==> src/rtl/sc_fetch_unit_pkg.sv <==
// Shared encodings for the fetch stage and the control unit.
// Next-PC source selects, fetch FSM states and the branch-offset helper.
package sc_fetch_unit_pkg;

    localparam int unsigned XLEN = 32;

    typedef enum logic [1:0] {
        PC_SEQ = 2'b00,
        PC_BR  = 2'b01,
        PC_JR  = 2'b10,
        PC_JMP = 2'b11
    } pcsrc_e;

    typedef enum logic [1:0] {
        IDLE  = 2'b00,
        FETCH = 2'b01,
        EXEC  = 2'b10
    } fetch_state_e;

    // Word offset of a 16-bit branch immediate, as a byte displacement
    function automatic logic [XLEN-1:0] br_offset(input logic [15:0] imm);
        return {{14{imm[15]}}, imm, 2'b00};
    endfunction

endpackage

==> src/rtl/sc_next_pc.sv <==
// Combinational next-PC select: sequential, branch, register jump, jump.
// Only the low 26 instruction bits are ever needed for target formation.
module sc_next_pc
    import sc_fetch_unit_pkg::*;
(
    input  logic [31:0] pc4,
    input  logic [25:0] inst_lo,
    input  logic [31:0] ra_data,
    input  logic [1:0]  pcsource,
    output logic [31:0] next_pc
);

    always_comb begin
        next_pc = pc4;
        unique case (pcsource)
            PC_SEQ: next_pc = pc4;
            PC_BR:  next_pc = pc4 + br_offset(inst_lo[15:0]);
            PC_JR:  next_pc = ra_data;
            PC_JMP: next_pc = {pc4[31:28], inst_lo, 2'b00};
            default: next_pc = pc4;
        endcase
    end

endmodule

==> src/rtl/sc_fetch_unit.sv <==
// Fetch stage: PC register, one-in-flight fetch FSM against a
// variable-latency instruction memory, and the retired-instruction counter.
module sc_fetch_unit
    import sc_fetch_unit_pkg::*;
#(
    parameter logic [31:0] RESET_PC = 32'h0000_0000
) (
    input  logic        clock,
    input  logic        reset,
    output logic        imem_req,
    output logic [31:0] imem_addr,
    input  logic        imem_ready,
    input  logic [31:0] imem_rdata,
    output logic [31:0] inst,
    output logic [5:0]  op,
    output logic [5:0]  func,
    output logic        inst_valid,
    input  logic [1:0]  pcsource,
    input  logic [31:0] ra_data,
    output logic [31:0] pc,
    output logic [31:0] pc4,
    output logic        misalign,
    output logic [31:0] instret
);

    fetch_state_e state;
    fetch_state_e state_nxt;
    logic [31:0]  next_pc;

    always_ff @(posedge clock) begin
        if (reset) begin
            state <= IDLE;
        end else begin
            state <= state_nxt;
        end
    end

    always_comb begin
        state_nxt  = state;
        imem_req   = 1'b0;
        inst_valid = 1'b0;
        unique case (state)
            IDLE: begin
                state_nxt = FETCH;
            end
            FETCH: begin
                imem_req = 1'b1;
                if (imem_ready) begin
                    state_nxt = EXEC;
                end
            end
            EXEC: begin
                inst_valid = 1'b1;
                state_nxt  = FETCH;
            end
            default: begin
                state_nxt = IDLE;
            end
        endcase
    end

    assign imem_addr = pc;
    assign pc4       = pc + 32'd4;
    assign op        = inst[31:26];
    assign func      = inst[5:0];

    sc_next_pc u_next_pc (
        .pc4      (pc4),
        .inst_lo  (inst[25:0]),
        .ra_data  (ra_data),
        .pcsource (pcsource),
        .next_pc  (next_pc)
    );

    // A misaligned jr target is truncated to a word and latched as sticky
    always_ff @(posedge clock) begin
        if (reset) begin
            pc       <= RESET_PC;
            inst     <= '0;
            misalign <= 1'b0;
            instret  <= '0;
        end else begin
            if (imem_req && imem_ready) begin
                inst <= imem_rdata;
            end
            if (inst_valid) begin
                pc      <= {next_pc[31:2], 2'b00};
                instret <= instret + 32'd1;
                if (next_pc[1:0] != 2'b00) begin
                    misalign <= 1'b1;
                end
            end
        end
    end

endmodule

==> config.mk <==
export PLATFORM = sky130hd
export DESIGN_NAME = sc_fetch_unit
export DESIGN_NICKNAME = d
export VERILOG_FILES = /design/src/rtl/sc_fetch_unit_pkg.sv /design/src/rtl/sc_next_pc.sv /design/src/rtl/sc_fetch_unit.sv
export SDC_FILE = /design/constraint.sdc
export NUM_CORES = 1
export LEC_CHECK = 0
export CAP_MARGIN = 25
export CELL_PAD_IN_SITES_DETAIL_PLACEMENT = 1
export CELL_PAD_IN_SITES_GLOBAL_PLACEMENT = 2
export CORE_UTILIZATION = 23
export CTS_CLUSTER_DIAMETER = 40
export DETAILED_ROUTE_END_ITERATION = 8
export PLACE_DENSITY_LB_ADDON = 0.2
export SYNTH_ARGS = -nofsm -noshare
export SYNTH_HDL_FRONTEND = slang
export SYNTH_HIERARCHICAL = 1
export SYNTH_SLANG_ARGS = --single-unit
==> constraint.sdc <==
create_clock -name clock -period 4.1 [get_ports clock]
set_clock_uncertainty 0.15 [all_clocks]
set_input_delay 1.23 -clock clock [delete_from_list [all_inputs] [get_ports clock]]
set_output_delay 1.23 -clock clock [all_outputs]
set_load 0.02 [all_outputs]
==> results.cfg <==
[outcome]
status = complete, no violations

[finish]
fillers = 3525
ff_latch_area_mm2 = 0.00196
fin_nets = 1185
drive_above_1_share = 0.135
antenna_cells = 0
final_util = 0.342
multi_input_area_mm2 = 0.00461
area_delta_synth_final_pct = 46.1
final_cell_area_mm2 = 0.0102

[yosys]
synth_most_common_cell = nand2_1
synthSimpleGateAreaFrac = 0.240
synth_xor_area_frac = 0.0805
yosysTopAreaCellShare = 0.279
synth_top_family_by_area = simple AND/OR/NAND/NOR gates
synth.avg_cell_area_um2 = 8.03
muxShareOfSynthArea = 0.0919
synth.area.top_cells = dfxtp_1 28%, nand2_1 9.1%, a21oi_1 7.9%, mux4_2 7.8%, xnor2_1 5.8%
synth_edf_count = 0
async_flop_share = 0
yosys.area.top_type = dfxtp_1
synth-compound-area-share = 0.163
syn-cell-area_mm2 = 0.00696
ys.flop_type = dfxtp_1
ys_seq_area_frac = 0.279
synthTopCellsByCount = 169 x nand2_1, 110 x a21oi_1, 97 x dfxtp_1, 48 x buf_4, 46 x xnor2_1
synth_warnings = 6
synth_seq_cells = 97
post_synth_num_cell_types = 68
synthAdderAreaFrac = 0.0586
synthCells = 867

[clock_tree]
ctsRootBufferMaster = clkbuf_16
numClockSinks = 97
h-tree-depth = 3
clkSlewWorstSetupHoldPaths_ns = 0.08
clock_path_buffers = 2
clk_latency_ns = 0.37
cts_tree = yes
numCtsBuffers = 9

[floorplan]
rows = 63
dieHeight_um = 176
start_util = 0.234
ios = 244
core_mm2 = 0.0297
die_area_mm2 = 0.0310
dieWidth_um = 176

[sta]
rsz0062_at_grt = yes
setup_ws_ns = 0.115
maxSlewHeadroom = 0.539
timing.final.crit_share = 0.972
setup_viol = 0
fmax_mhz = 251
setup_tns_ns = 0
drv_slew = 0
worstMarginPinSlew_ns = 0.691
fin_crit_ns = 3.98
hold_viol_final = 0

[setup_path]
crit_required_ns = 2.72
crit_arrival_ns = 2.60
worstSetupPathType = reg -> out
path_max_fanout = 7
r2r-end = imem_addr[26]
worstSetupStartpointType = flip-flop
reg2reg_slack_ns = 0.21
r2r_start = imem_addr[2]
endpoint_kind = output port
ff2ff_path_depth = 14

[detailed_routing]
vias = 7096
wire_per_inst_um = 19.1
ant_nets = 0
drc = 0
viasPerCell = 4.80
first_iter_violations = 293
dr.pass1.iters = 4
wirelength_mm = 28.2

[global_route]
grt_usage = 0.182
grt_pass1_wl_mm = 43.6
grt_pass1_vias = 7298
grt.overflow.total = 0
grt_max_degree = 59
antenna_found_initial = 0

[placed_design]
gp_congestion = 0.831
dp_slack_ns = -0.00450
post_dp_cell_area_mm2 = 0.00975
dpl.hpwl_mm = 21.4
io_buffers = 237

[min_path]
min_path_type = reg -> reg
hold_end = misalign
hold_start = misalign
hold_depth = 2

[power]
powerDensity_mw_per_mm2 = 226
p_leak_nw = 3.75
peakVddDrop_uv = 198

[job]
maxCapViolCount = 0
[through the flow]
stage | hold WS [ns] | std cells | total power (W)
after detailed placement | 0.297 | 1460 | 0.00142
final | 0.314 | 1479 | 0.00230
after global routing | 0.346 | 1479 | 0.00240
after floorplan | 0.352 | 874 | 0.00123
after global placement | 0.286 | 1460 | 0.00142
after CTS | 0.319 | 1478 | 0.00234
[timing repair]
item,4_1_cts,5_1_grt
hold endpoints to repair,0,0
pin swaps,1,2
resized for setup,6,19
endpoints found under the setup margin,12,17
buffers inserted,2,1
hold buffers,0,0
[cells in the final DEF (no fill, tap or decap), types with 9 or more instances in the layout]
cell type / instances
clkdlybuf4s50_1: 228
nand2_1: 168
a21oi_1: 108
dfxtp_1: 86
buf_4: 47
nor2_1: 44
xnor2_1: 36
nand3_1: 30
ha_1: 29
o21ai_0: 26
nand4_1: 24
mux4_2: 24
xor2_1: 17
inv_1: 14
or3_1: 10
xnor2_2: 9
nor2b_1: 9
clkbuf_16: 9
dfxtp_2: 9
[layout make-up]
cell class / count / area share
Sequential cell: 97 / 0.193
Clock inverter: 6 / 0.00554
Tap cell: 390 / 0.0480
Timing Repair Buffer: 286 / 0.271
Inverter: 15 / 0.00554
Clock buffer: 10 / 0.0235
Multi-Input combinational cell: 675 / 0.453
[sequential cells by signal, summed over array words and instances, names as in the netlist]
signal     count
imem_addr     30
inst          32
instret       32
misalign       1
state          2
[critical path, cell delays in order, from the launching register on]
cell and delay [ns]:
dfxtp_1 0.44, nand4_1 0.16, nor4_1 0.31, buf_4 0.21, nand2_1 0.07, xnor2_1 0.34
clkdlybuf4s50_1 0.71
[how the worst max path moves through the flow]
stage | start | to | slack, ns | depth (start not counted)
finish | imem_addr[19] | pc4[25] | 0.12 | 6
global route | imem_addr[12] | imem_addr[26] | -0.03 | 16
CTS | imem_addr[2] | pc4[27] | 0.003 | 6
detailed placement | imem_addr[2] | imem_addr[26] | -0.004 | 14
global placement | imem_addr[2] | imem_addr[26] | -0.05 | 14
floorplan | imem_addr[3] | imem_addr[26] | 0.02 | 14
[cell families after synthesis]
kind of cell,Yosys count
AOI/OAI and AO/OA,191
DFF,97
buffers and inverters,102
adders and majority gates,32
and+or+nand+nor,347
muxes,33
xor gates and xnor gates,64
other,1
[routing by layer]
metal | wire (um) | GRT usage
met3 | 1250 | 0.0336
met2 | 13300 | 0.304
met5 | 0 | 0
met4 | 272 | 0.0377
met1 | 13400 | 0.244
[where the power goes]
group	switching (W)	total, W	leakage [nW]	internal (W)
clock network	0.000457	0.000901	0.144	0.000445
logic	0.000208	0.000410	2.82	0.000202
registers	0.0000254	0.000986	0.791	0.000960
Note: power is estimated with default switching activity, not from simulation.
==> variant: new RTL, same flow settings <==
Encoding of `fetch_state_e`: now one-hot (3 bits for 3 states).
--- a/src/rtl/sc_fetch_unit_pkg.sv
+++ b/src/rtl/sc_fetch_unit_pkg.sv
@@ -11,10 +11,10 @@
         PC_JMP = 2'b11
     } pcsrc_e;
 
-    typedef enum logic [1:0] {
-        IDLE  = 2'b00,
-        FETCH = 2'b01,
-        EXEC  = 2'b10
+    typedef enum logic [2:0] {
+        IDLE  = 3'b001,
+        FETCH = 3'b010,
+        EXEC  = 3'b100
     } fetch_state_e;
 
     // Word offset of a 16-bit branch immediate, as a byte displacement
Function: no difference found for any inputs over 4 cycles, from zero or initial values and one cycle with reset high; so few cycles prove little.
==> variant against the original RTL <==
Sequential cell count grew 1; total power shrank 7.1%; non-clock buffer count grew 15; wire length shrank 0.68%; design area grew 0.79%; maximum frequency grew 1.1%; setup slack gained 0.044 ns; final cell count grew 2.0%; utilization grew 0.088 points; synthesized area grew 0.95%; register-to-register slack lost 0.02 ns; critical endpoint is now pc4[31].
==> variant: results (changes against the original RTL) <==
* Status: finished, final reports clean (unchanged)
* Pint at 1.53 mW (was 1.61 mW)
* Multiplexer share of the synthesized area at 0.0990 (was 0.0919)
* Resized Gates After CTS at 11 (was 6)
* Number of antenna violations at the first check in global routing at 0 (unchanged)
* Peak VDD IR at 0.156 mV (was 0.198 mV)
* CP Max Fanout at 7 (unchanged)
* Met1 Use GR at 0.236 (was 0.244)
* Reg2Reg Launch Point: imem_addr[4]$_SDFFE_PP0P_ (was imem_addr[2]$_SDFFE_PP0P_)
* CP peak stage delay at 0.61 ns (was 0.71 ns)
* Syn Area/Cell at 7.92 um^2 (was 8.03 um^2)
* Complex-gate fraction of the synthesized area at 0.160 (was 0.163)
* M3 GR Usage at 0.0309 (was 0.0336)
* Filler cells at 3561 (was 3525)
* Max-slew headroom at 0.399 (was 0.539)
* Setup Fix Bufs, Post-CTS at 3 (was 2)
* Hold Path Sink: misalign$_SDFFE_PP0P_ (unchanged)
* Layout cells sized above 1 at 0.132 (was 0.135)
* Largest net degree at the start of global routing at 68 (was 59)
* Routed len/inst at 18.6 um (was 19.1 um)
* Post-synthesis xor/xnor area fraction at 0.0773 (was 0.0805)
* DR iter-0 viols at 244 (was 293)
* Register area share after synthesis at 0.279 (about the same)
* Routed wl met3 at 1290 um (was 1250 um)
* Via density per instance at 4.79 (was 4.80)
* Total GRT Usage at 0.177 (was 0.182)
* M1 WL at 13200 um (was 13400 um)
* First-pass GRT wire length at 42600 um (was 43600 um)
* CP Launch Point: imem_addr[2]$_SDFFE_PP0P_ (was imem_addr[19]$_SDFFE_PP0P_)
* Pre-CTS WS at 0.101 ns (was -0.00450 ns)
* Post-Route WL at 28000 um (was 28200 um)
* Pre-Repair DR Iteration Count at 4 (unchanged)
* Reg2reg path depth at 15 (was 14)
* Worst hold margin at 0.312 ns (was 0.314 ns)
* FF-to-FF setup slack at 0.19 ns (was 0.21 ns)
* HPWL Detailed at 21500 um (was 21400 um)
* Synth area leaders: dfxtp_1 28%, nand2_1 9.2%, a21oi_1 7.8%, mux4_2 7.7%, ha_1 5.5% (was dfxtp_1 28%, nand2_1 9.1%, a21oi_1 7.9%, mux4_2 7.8%, xnor2_1 5.8%)
* Critical Path AT at 2.56 ns (was 2.60 ns)
* Detailed route wirelength on metal2 at 13100 um (was 13300 um)
* Adder and majority gate portion of the synthesized area at 0.0581 (was 0.0586)
* GP Congestion at 0.832 (was 0.831)
* Crit path to: pc4[31] (was pc4[25])
* Synth top cells by count: 173 x nand2_1, 109 x a21oi_1, 98 x dfxtp_1 (was 169 x nand2_1, 110 x a21oi_1, 97 x dfxtp_1)
* Final #Nets at 1215 (was 1185)
* Vias in the first global route at 7143 (was 7298)
* Placed Cells at 1488 (was 1460)
* M2 GR Usage at 0.295 (was 0.304)
* Lkg Pwr at 3.81 nW (was 3.75 nW)
variant: through the flow:
stage | instance area (um^2) | total power [mW]
final | 10200 | 2.13
after global routing | 10200 | 2.23
after CTS | 10200 | 2.18
after detailed placement | 9870 | 1.28
after global placement | 9870 | 1.28
after floorplan | 7080 | 1.15
variant: power by group through the flow:
stage	Clock (mW)	Sequential (mW)	Combinational, mW
5_1_grt	0.945	0.981	0.301
2_1_floorplan	0	1.01	0.138
3_3_place_gp	0	1.00	0.281
6_report	0.875	0.978	0.280
3_5_place_dp	0	1.00	0.281
4_1_cts	0.920	0.978	0.282
variant: area by class of cell:
type / instances / share of cell area
flip-flops and latches: 98 / 0.192
multi-input cells: 688 / 0.447
clock buffers: 9 / 0.0220
repair buffers: 301 / 0.279
clock inverters: 7 / 0.00598
inverters: 16 / 0.00586
well taps: 390 / 0.0476
